### config.mk
export PLATFORM = sky130hd
export DESIGN_NAME = alarm_keypad_ctrl_flat
export DESIGN_NICKNAME = d
export VERILOG_FILES = /design/src/rtl/alarm_keypad_ctrl_if.sv /design/src/rtl/alarm_keypad_ctrl.sv /design/src/flat_wrapper.sv
export SDC_FILE = /design/constraint.sdc
export NUM_CORES = 1
export LEC_CHECK = 0
export ABC_AREA = 0
export BUFFER_PORTS_ARGS = -buffer_cell sky130_fd_sc_hd__buf_2
export CAP_MARGIN = 10
export CORE_ASPECT_RATIO = 0.8
export CORE_MARGIN = 5
export CORE_UTILIZATION = 56
export DETAILED_ROUTE_END_ITERATION = 12
export PLACE_DENSITY_LB_ADDON = 0.15
export SYNTH_ARGS = -nofsm -noshare
export SYNTH_HDL_FRONTEND = slang
export SYNTH_SLANG_ARGS = --single-unit
### constraint.sdc
create_clock -name clk -period 2.43 [get_ports clk]
set_input_delay 0.486 -clock clk [delete_from_list [all_inputs] [get_ports clk]]
set_output_delay 0.486 -clock clk [all_outputs]
set_load 0.005 [all_outputs]
### src/rtl/alarm_keypad_ctrl_if.sv
// Keypad/alarm-core signal bundle for alarm_keypad_ctrl.
// master: keypad + alarm core side (drives keys and armed status).
// slave : the keypad controller.
// Optional macro ALARM_KEYPAD_DURESS_EN adds the duress_alarm signal.
interface alarm_keypad_ctrl_if;
    logic       key_valid;
    logic [3:0] key_code;
    logic       is_armed;
    logic       arm_pulse;
    logic       disarm_pulse;
    logic       code_error;
    logic       locked_out;
    logic       entry_active;
    logic [3:0] digit_count;
`ifdef ALARM_KEYPAD_DURESS_EN
    logic       duress_alarm;

    modport master (
        output key_valid, key_code, is_armed,
        input  arm_pulse, disarm_pulse, code_error, locked_out,
               entry_active, digit_count, duress_alarm
    );
    modport slave (
        input  key_valid, key_code, is_armed,
        output arm_pulse, disarm_pulse, code_error, locked_out,
               entry_active, digit_count, duress_alarm
    );
`else
    modport master (
        output key_valid, key_code, is_armed,
        input  arm_pulse, disarm_pulse, code_error, locked_out,
               entry_active, digit_count
    );
    modport slave (
        input  key_valid, key_code, is_armed,
        output arm_pulse, disarm_pulse, code_error, locked_out,
               entry_active, digit_count
    );
`endif
endinterface

### src/rtl/alarm_keypad_ctrl.sv
// Keypad sequencer in front of the alarm core: collects digits, checks them
// against PIN, issues one-cycle arm/disarm/code_error strobes, and locks the
// keypad out after MAX_FAILS consecutive bad codes.
// Optional macro ALARM_KEYPAD_DURESS_EN adds DURESS_PIN and a sticky
// duress_alarm output.
module alarm_keypad_ctrl #(
    parameter int          CODE_LEN    = 4,
    parameter logic [31:0] PIN         = 32'h0000_1234,
    parameter int          TIMEOUT_CYC = 50_000_000,
    parameter int          MAX_FAILS   = 3,
    parameter int          LOCKOUT_CYC = 500_000_000
`ifdef ALARM_KEYPAD_DURESS_EN
    ,
    parameter logic [31:0] DURESS_PIN  = 32'h0000_1235
`endif
) (
    input  logic                clk,
    input  logic                reset_n,
    input  logic                ENA,
    alarm_keypad_ctrl_if.slave  kp
);
    localparam int BUF_W  = CODE_LEN * 4;
    localparam int TMR_W  = $clog2(TIMEOUT_CYC + 1);
    localparam int LK_W   = $clog2(LOCKOUT_CYC + 1);
    localparam int FAIL_W = $clog2(MAX_FAILS + 1);

    localparam logic [TMR_W-1:0]  TMR_LAST   = TMR_W'(TIMEOUT_CYC - 1);
    localparam logic [LK_W-1:0]   LK_LAST    = LK_W'(LOCKOUT_CYC - 1);
    localparam logic [FAIL_W-1:0] FAIL_LIMIT = FAIL_W'(MAX_FAILS);
    localparam logic [3:0]        CNT_FULL   = 4'(CODE_LEN);
    localparam logic [BUF_W-1:0]  PIN_CODE   = PIN[BUF_W-1:0];

    typedef enum logic [1:0] {S_IDLE, S_ENTRY, S_CHECK, S_LOCKOUT} state_t;

    state_t              state_q, state_d;
    logic [BUF_W-1:0]    buf_q, buf_d;
    logic [3:0]          cnt_q, cnt_d;
    logic                ovf_q, ovf_d;
    logic [TMR_W-1:0]    tmr_q, tmr_d;
    logic [LK_W-1:0]     lk_q, lk_d;
    logic [FAIL_W-1:0]   fails_q, fails_d;
    // Strobes take two registered stages so they appear two cycles after ENTER.
    logic                arm_d, disarm_d, err_d;
    logic                arm_s1, disarm_s1, err_s1;
    logic                arm_q, disarm_q, err_q;

    logic is_digit, is_clear, is_enter, code_ok, match_pin, good;

    assign is_digit  = kp.key_valid && (kp.key_code <= 4'd9);
    assign is_clear  = kp.key_valid && (kp.key_code == 4'hA);
    assign is_enter  = kp.key_valid && (kp.key_code == 4'hB);
    // Short or over-long entries can never match, whatever the buffer holds.
    assign code_ok   = (cnt_q == CNT_FULL) && !ovf_q;
    assign match_pin = code_ok && (buf_q == PIN_CODE);

`ifdef ALARM_KEYPAD_DURESS_EN
    localparam logic [BUF_W-1:0] DURESS_CODE = DURESS_PIN[BUF_W-1:0];
    logic duress_q, duress_d, match_duress;
    assign match_duress = code_ok && (buf_q == DURESS_CODE);
    assign good         = match_pin || match_duress;
`else
    assign good         = match_pin;
`endif

    // Next-state and next-datapath logic for the entry sequencer.
    always_comb begin
        // NOTE: every target gets a default first so no path can infer a latch.
        state_d  = state_q;
        buf_d    = buf_q;
        cnt_d    = cnt_q;
        ovf_d    = ovf_q;
        tmr_d    = tmr_q;
        lk_d     = lk_q;
        fails_d  = fails_q;
        arm_d    = 1'b0;
        disarm_d = 1'b0;
        err_d    = 1'b0;
`ifdef ALARM_KEYPAD_DURESS_EN
        duress_d = duress_q;
`endif
        unique case (state_q)
            S_IDLE: begin
                if (is_digit) begin
                    buf_d   = BUF_W'({buf_q, kp.key_code});
                    cnt_d   = 4'd1;
                    ovf_d   = 1'b0;
                    tmr_d   = '0;
                    state_d = S_ENTRY;
                end
            end
            S_ENTRY: begin
                if (is_digit) begin
                    tmr_d = '0;
                    if (cnt_q < CNT_FULL) begin
                        buf_d = BUF_W'({buf_q, kp.key_code});
                        cnt_d = cnt_q + 4'd1;
                    end else begin
                        ovf_d = 1'b1;
                    end
                end else if (is_clear) begin
                    buf_d   = '0;
                    cnt_d   = '0;
                    ovf_d   = 1'b0;
                    tmr_d   = '0;
                    state_d = S_IDLE;
                end else if (is_enter) begin
                    tmr_d   = '0;
                    state_d = S_CHECK;
                end else if (tmr_q == TMR_LAST) begin
                    buf_d   = '0;
                    cnt_d   = '0;
                    ovf_d   = 1'b0;
                    tmr_d   = '0;
                    state_d = S_IDLE;
                end else begin
                    tmr_d = tmr_q + TMR_W'(1);
                end
            end
            S_CHECK: begin
                buf_d = '0;
                cnt_d = '0;
                ovf_d = 1'b0;
                if (good) begin
                    disarm_d = kp.is_armed;
                    arm_d    = !kp.is_armed;
                    fails_d  = '0;
                    state_d  = S_IDLE;
`ifdef ALARM_KEYPAD_DURESS_EN
                    if (!match_pin) duress_d = 1'b1;
`endif
                end else begin
                    err_d   = 1'b1;
                    fails_d = fails_q + FAIL_W'(1);
                    lk_d    = '0;
                    state_d = (fails_q + FAIL_W'(1) >= FAIL_LIMIT) ? S_LOCKOUT : S_IDLE;
                end
            end
            S_LOCKOUT: begin
                if (lk_q == LK_LAST) begin
                    lk_d    = '0;
                    fails_d = '0;
                    state_d = S_IDLE;
                end else begin
                    lk_d = lk_q + LK_W'(1);
                end
            end
            default: state_d = S_IDLE;
        endcase
    end

    // State, datapath and strobe pipeline registers; ENA=0 freezes everything.
    always_ff @(posedge clk or negedge reset_n) begin
        if (!reset_n) begin
            state_q   <= S_IDLE;
            buf_q     <= '0;
            cnt_q     <= '0;
            ovf_q     <= 1'b0;
            tmr_q     <= '0;
            lk_q      <= '0;
            fails_q   <= '0;
            arm_s1    <= 1'b0;
            disarm_s1 <= 1'b0;
            err_s1    <= 1'b0;
            arm_q     <= 1'b0;
            disarm_q  <= 1'b0;
            err_q     <= 1'b0;
        end else if (ENA) begin
            // NOTE: non-blocking assignments so every register samples pre-edge values.
            state_q   <= state_d;
            buf_q     <= buf_d;
            cnt_q     <= cnt_d;
            ovf_q     <= ovf_d;
            tmr_q     <= tmr_d;
            lk_q      <= lk_d;
            fails_q   <= fails_d;
            arm_s1    <= arm_d;
            disarm_s1 <= disarm_d;
            err_s1    <= err_d;
            arm_q     <= arm_s1;
            disarm_q  <= disarm_s1;
            err_q     <= err_s1;
        end
    end

`ifdef ALARM_KEYPAD_DURESS_EN
    // Duress flag is sticky until reset.
    always_ff @(posedge clk or negedge reset_n) begin
        if (!reset_n)  duress_q <= 1'b0;
        else if (ENA)  duress_q <= duress_d;
    end
    assign kp.duress_alarm = duress_q;
`endif

    // Strobes are suppressed while the clock enable is low.
    assign kp.arm_pulse    = arm_q && ENA;
    assign kp.disarm_pulse = disarm_q && ENA;
    assign kp.code_error   = err_q && ENA;
    assign kp.locked_out   = (state_q == S_LOCKOUT);
    assign kp.entry_active = (state_q == S_ENTRY);
    assign kp.digit_count  = cnt_q;
endmodule

### src/flat_wrapper.sv
// flat-port wrapper written by rule: the top's interface ports become plain ports
module alarm_keypad_ctrl_flat 
#(
    parameter int          CODE_LEN    = 4,
    parameter logic [31:0] PIN         = 32'h0000_1234,
    parameter int          TIMEOUT_CYC = 50_000_000,
    parameter int          MAX_FAILS   = 3,
    parameter int          LOCKOUT_CYC = 500_000_000

)
  (clk, reset_n, ENA, kp_key_valid, kp_key_code, kp_is_armed, kp_arm_pulse, kp_disarm_pulse, kp_code_error, kp_locked_out, kp_entry_active, kp_digit_count);
  alarm_keypad_ctrl_if kp_i ();
  input  logic clk;
  input  logic reset_n;
  input  logic ENA;
  input wire logic [$bits(kp_i.key_valid)-1:0] kp_key_valid;
  input wire logic [$bits(kp_i.key_code)-1:0] kp_key_code;
  input wire logic [$bits(kp_i.is_armed)-1:0] kp_is_armed;
  output wire logic [$bits(kp_i.arm_pulse)-1:0] kp_arm_pulse;
  output wire logic [$bits(kp_i.disarm_pulse)-1:0] kp_disarm_pulse;
  output wire logic [$bits(kp_i.code_error)-1:0] kp_code_error;
  output wire logic [$bits(kp_i.locked_out)-1:0] kp_locked_out;
  output wire logic [$bits(kp_i.entry_active)-1:0] kp_entry_active;
  output wire logic [$bits(kp_i.digit_count)-1:0] kp_digit_count;
  assign kp_i.key_valid = kp_key_valid;
  assign kp_i.key_code = kp_key_code;
  assign kp_i.is_armed = kp_is_armed;
  assign kp_arm_pulse = kp_i.arm_pulse;
  assign kp_disarm_pulse = kp_i.disarm_pulse;
  assign kp_code_error = kp_i.code_error;
  assign kp_locked_out = kp_i.locked_out;
  assign kp_entry_active = kp_i.entry_active;
  assign kp_digit_count = kp_i.digit_count;
  alarm_keypad_ctrl #(.CODE_LEN(CODE_LEN), .PIN(PIN), .TIMEOUT_CYC(TIMEOUT_CYC), .MAX_FAILS(MAX_FAILS), .LOCKOUT_CYC(LOCKOUT_CYC)) u_core (.clk(clk), .reset_n(reset_n), .ENA(ENA), .kp(kp_i));
endmodule
==> implementation parameters <==
Parameter                              Value

Clocking
  Max H-tree Level ... 3
  Total clock sinks ... 86
  Deepest clock path buffer count ... 2
  Hold buffer count at cts ... 0
  Clk_lat worst skew ... around 370 ps
  Clock transition at the registers of the reported paths ... around 90 ps
  Number of buffers created by CTS ... 9
  CTS tree ... done
  CTS Root Cell ... sky130_fd_sc_hd__clkbuf_8

Worst setup path
  Setup crit end kind ... flip-flop
  Worst setup path startpoint ... u_core.state_q[1]$_DFFE_PN0P_
  Critical path peak fanout ... 15
  Launching point of the worst reg2reg path ... u_core.state_q[1]$_DFFE_PN0P_
  Standard cell with the maximum stage delay on the critical path ... sky130_fd_sc_hd__or3b_4
  Startpoint kind of the worst setup timing path ... flip-flop
  Required time of the critical path ... 2690 ps
  Critical path class ... flip-flop to flip-flop
  Worst path max stage delay ... 440 ps
  CP Cell Sequence ... inv_1 -> ha_2 -> o211ai_1 -> nand3_1 -> or3b_4 -> a211oi_4 -> buf_12 -> mux2_2
  Data arrival at the endpoint of the critical path ... approximately 2600 ps

Power
  Worst vdd ir ... 0.5132 mV
  Static leakage power ... 2.454 nW
  Power per cell area ... 747.0 nW/um2

Routing
  Met3 wire length ... 532 um
  Total detailed-routing wirelength ... 11.90 mm
  Met2 Wirelength ... 5.384 mm
  Detailed-route DRC error count ... 0
  Top routing layer used ... met4
  Starting DRT DRC Count ... 310
  Via/cell ratio ... approximately 6.2
  Count of TritonRoute iterations in the first routing pass ... 5
  Met1 WL ... 5.858 mm
  Detail-routed net length per standard cell ... 17.27 um
  Count of antenna-violating nets left after detailed routing ... 0
  Via count of the routed design ... 4279

Timing
  Worst hold margin ... roughly 130 ps
  Pins over their slew limit ... 0
  Worst slew margin relative to its limit ... 0.5488
  Part of the cycle the worst path needs ... 0.9526
  Number of endpoints with negative hold slack in the final report ... 0
  Highest clock frequency the design can meet ... between 0.4 and 0.5 GHz
  Minimum clock period ... approximately 2300 ps
  Worst-margin pin slew ... 676.8 ps
  Final worst clock skew ... 16.43 ps
  Setup violation total in the final timing report ... 0

Synthesis
  Mux contribution to synthesized area ... 0.06956
  Area share of and/or/nand/nor cells after synthesis ... 0.2351
  Synthesized cell area ... roughly 4900 um2
  Top post-synthesis cells by area ... sky130_fd_sc_hd__dfrtp_1 44%, sky130_fd_sc_hd__nand3_1 3.8%, sky130_fd_sc_hd__nor2_1 3.7%
  Most frequently used flop master after synthesis ... sky130_fd_sc_hd__dfrtp_1
  Async set or reset register ratio after synthesis ... 1.000
  Arithmetic-cell share of the synthesized area counting full adders, half adders and majority gates ... 0.02539
  Post-Syn Instances ... about 520
  Most numerous cell types in the synthesized netlist ... 86 x sky130_fd_sc_hd__dfrtp_1, 48 x sky130_fd_sc_hd__nor2_1, 37 x sky130_fd_sc_hd__nand3_1
  Syn. warnings ... 0
  Count of different cell masters after synthesis ... 62
  EDFF count, synth ... 0
  Syn nets ... ~540
  Library cell with the highest instance count after synthesis ... sky130_fd_sc_hd__dfrtp_1
  Sequential element share of the synthesized area ... 0.4367
  Post-synthesis compound-gate area fraction ... 0.1571
  Per-instance average area after synthesis ... 9.442 um2
  Dominant combinational cell family by area after synthesis ... simple AND/OR/NAND/NOR gates
  Number of register bits inferred by synthesis ... 86
  Synthesized-area fraction occupied by xor and xnor cells ... 0.03554
  Fraction of post-synthesis cell area in the top cell type by area ... 0.4367
  Synth area leader ... sky130_fd_sc_hd__dfrtp_1

Place
  Post-detailed-placement half-perimeter wirelength ... around 8.4 mm
  Number of buffers inserted by port buffering ... 17
  Gp weighted congestion ... 0.8753
  Total cell area at the placement stage ... 5356 um2
  Cell count after placement ... 665

Flow run
  Maximum capacitance violations ... 0

Cells and area
  Number of nets in the finished design ... 591
  Area added between synthesis and finish ... 14.24%
  Final instance area ... between 5000 and 6000 um2
  Share of post-route cells with drive strength above 1 ... 0.1785
  Filler Cell Count ... 700
  Non-filler cells in the finished layout ... around 700
  Count of inserted antenna diode cells ... 0

Die
  Die Height ... roughly 94 um
  I/O pin cnt ... 18
  X dimension of the die ... about 110 um
  Effective utilization at floorplan ... 0.5784
  Num rows ... 30
  Area enclosed by the die boundary ... 10790 um2
  CORE AREA ... between 8000 and 9000 um2

Global route
  Number of antenna violations at the first check in global routing ... 0
  Global route overflow ... 0
  Vias in the first global route ... roughly 4.1k
  Largest net degree at the start of global routing ... 50
  First-pass GRT wire length ... just over 20 mm
  Overall global routing resource usage ... 0.2331

Run status
  Status ... finished, final reports clean

Hold path
  Hold WC Path Type ... input port to async pin
==> power breakdown <==
part / switching, mW / internal (mW)
logic: 0.736 / 0.592
clock network: 0.571 / 0.492
registers: 0.180 / 1.64
total: 1.49 / 2.72
==> registers in the layout, indices dropped and copies added (netlist names), 2 cells and up <==
signal,flops
u_core.state_q,2
u_core.buf_q,16
u_core.tmr_q,26
u_core.lk_q,29
u_core.fails_q,2
u_core.kp.digit_count,4
==> timing repair <==
item                       4_1_cts  5_1_grt
pin swaps                        1        3
resized for setup                0        3
setup endpoints to repair        9       21
setup buffers                    4        4
hold endpoints to repair         0        0
==> critical path, delay by kind of cell (launching register included) <==
kind	cells	cell delay [ps]
buffers and inverters	2	280
multiplexers	1	340
AND/OR/NAND/NOR	2	600
adder cells (fa/ha/maj)	1	210
AO/OA/AOI/OAI	2	380
flip-flops	1	400
==> cell type report <==
type                       instances  area [um2]  share of cell area
inverter                          29       108.9             0.01933
sequential                        86        2152              0.3822
clock inverter                     7       80.08             0.01422
tap                              112       140.1             0.02489
timing repair buffer              58       432.9             0.07689
clock buffer                       9       123.9             0.02200
multi-input combinational        388        2592              0.4604
==> cells by family after synthesis <==
group	count (synthesis)
AO/OA/AOI/OAI	114
AND/OR/NAND/NOR	212
XOR/XNOR	20
adder cells (fa/ha/maj)	10
buffers and inverters	48
flip-flops	86
multiplexers	32
==> stage by stage <==
stage	setup TNS, ps	worst slack [ps]	power, mW	util
3_5_place_dp	-152.1	-28.06	3.079	0.6286
6_report	0	115.1	4.206	0.6608
3_3_place_gp	0	80.90	3.029	0.6286
4_1_cts	0	18.30	4.180	0.6561
5_1_grt	-32.54	-26.97	4.469	0.6608
2_1_floorplan	0	48.97	2.668	-
==> path summary, 6_finish.rpt <==
check / slack [ps] / cells after the start / endpoint
hold / removal: 130 / 1 / u_core.kp.digit_count[3]$_DFFE_PN0P_
min in group clk: 390 / 3 / u_core.buf_q[0]$_DFFE_PN0P_
setup / recovery: 120 / 8 / u_core.buf_q[13]$_DFFE_PN0P_
hold reg to reg: 490 / 1 / u_core.tmr_q[22]$_DFFE_PN0P_
max in group asynchronous: 1710 / 2 / u_core.tmr_q[24]$_DFFE_PN0P_
setup reg to reg: 120 / 8 / u_core.buf_q[13]$_DFFE_PN0P_
==> per-layer routing <==
| metal | vias up | track usage |
|---|---|---|
| met5 | - | 0 |
| met4 | 0 | 0.05670 |
| met3 | 14 | 0.04314 |
| met2 | 99 | 0.3502 |
| met1 | 2127 | 0.3476 |
| li1 | 2039 | - |
==> placed cells by master (no fill, tap or decap), types with 5 or more instances in the layout <==
master,n
sky130_fd_sc_hd__o2111ai_1,10
sky130_fd_sc_hd__nor4b_1,5
sky130_fd_sc_hd__inv_1,29
sky130_fd_sc_hd__ha_1,9
sky130_fd_sc_hd__clkbuf_8,9
sky130_fd_sc_hd__nand2_1,27
sky130_fd_sc_hd__nand4_1,20
sky130_fd_sc_hd__mux2i_1,17
sky130_fd_sc_hd__nand3_1,36
sky130_fd_sc_hd__dfrtp_1,86
sky130_fd_sc_hd__nor2_1,48
sky130_fd_sc_hd__xor2_1,11
sky130_fd_sc_hd__and2_1,10
sky130_fd_sc_hd__and4_1,6
sky130_fd_sc_hd__mux2_2,13
sky130_fd_sc_hd__buf_4,39
sky130_fd_sc_hd__a22o_1,9
sky130_fd_sc_hd__and3_1,8
sky130_fd_sc_hd__buf_2,16
sky130_fd_sc_hd__nor3_1,10
sky130_fd_sc_hd__a21oi_1,26
sky130_fd_sc_hd__o21ai_0,24
sky130_fd_sc_hd__nor4_1,13
sky130_fd_sc_hd__a31oi_1,5
sky130_fd_sc_hd__o211ai_1,6
sky130_fd_sc_hd__xnor2_1,9
No activity file was read; power rests on OpenSTA's default activity.
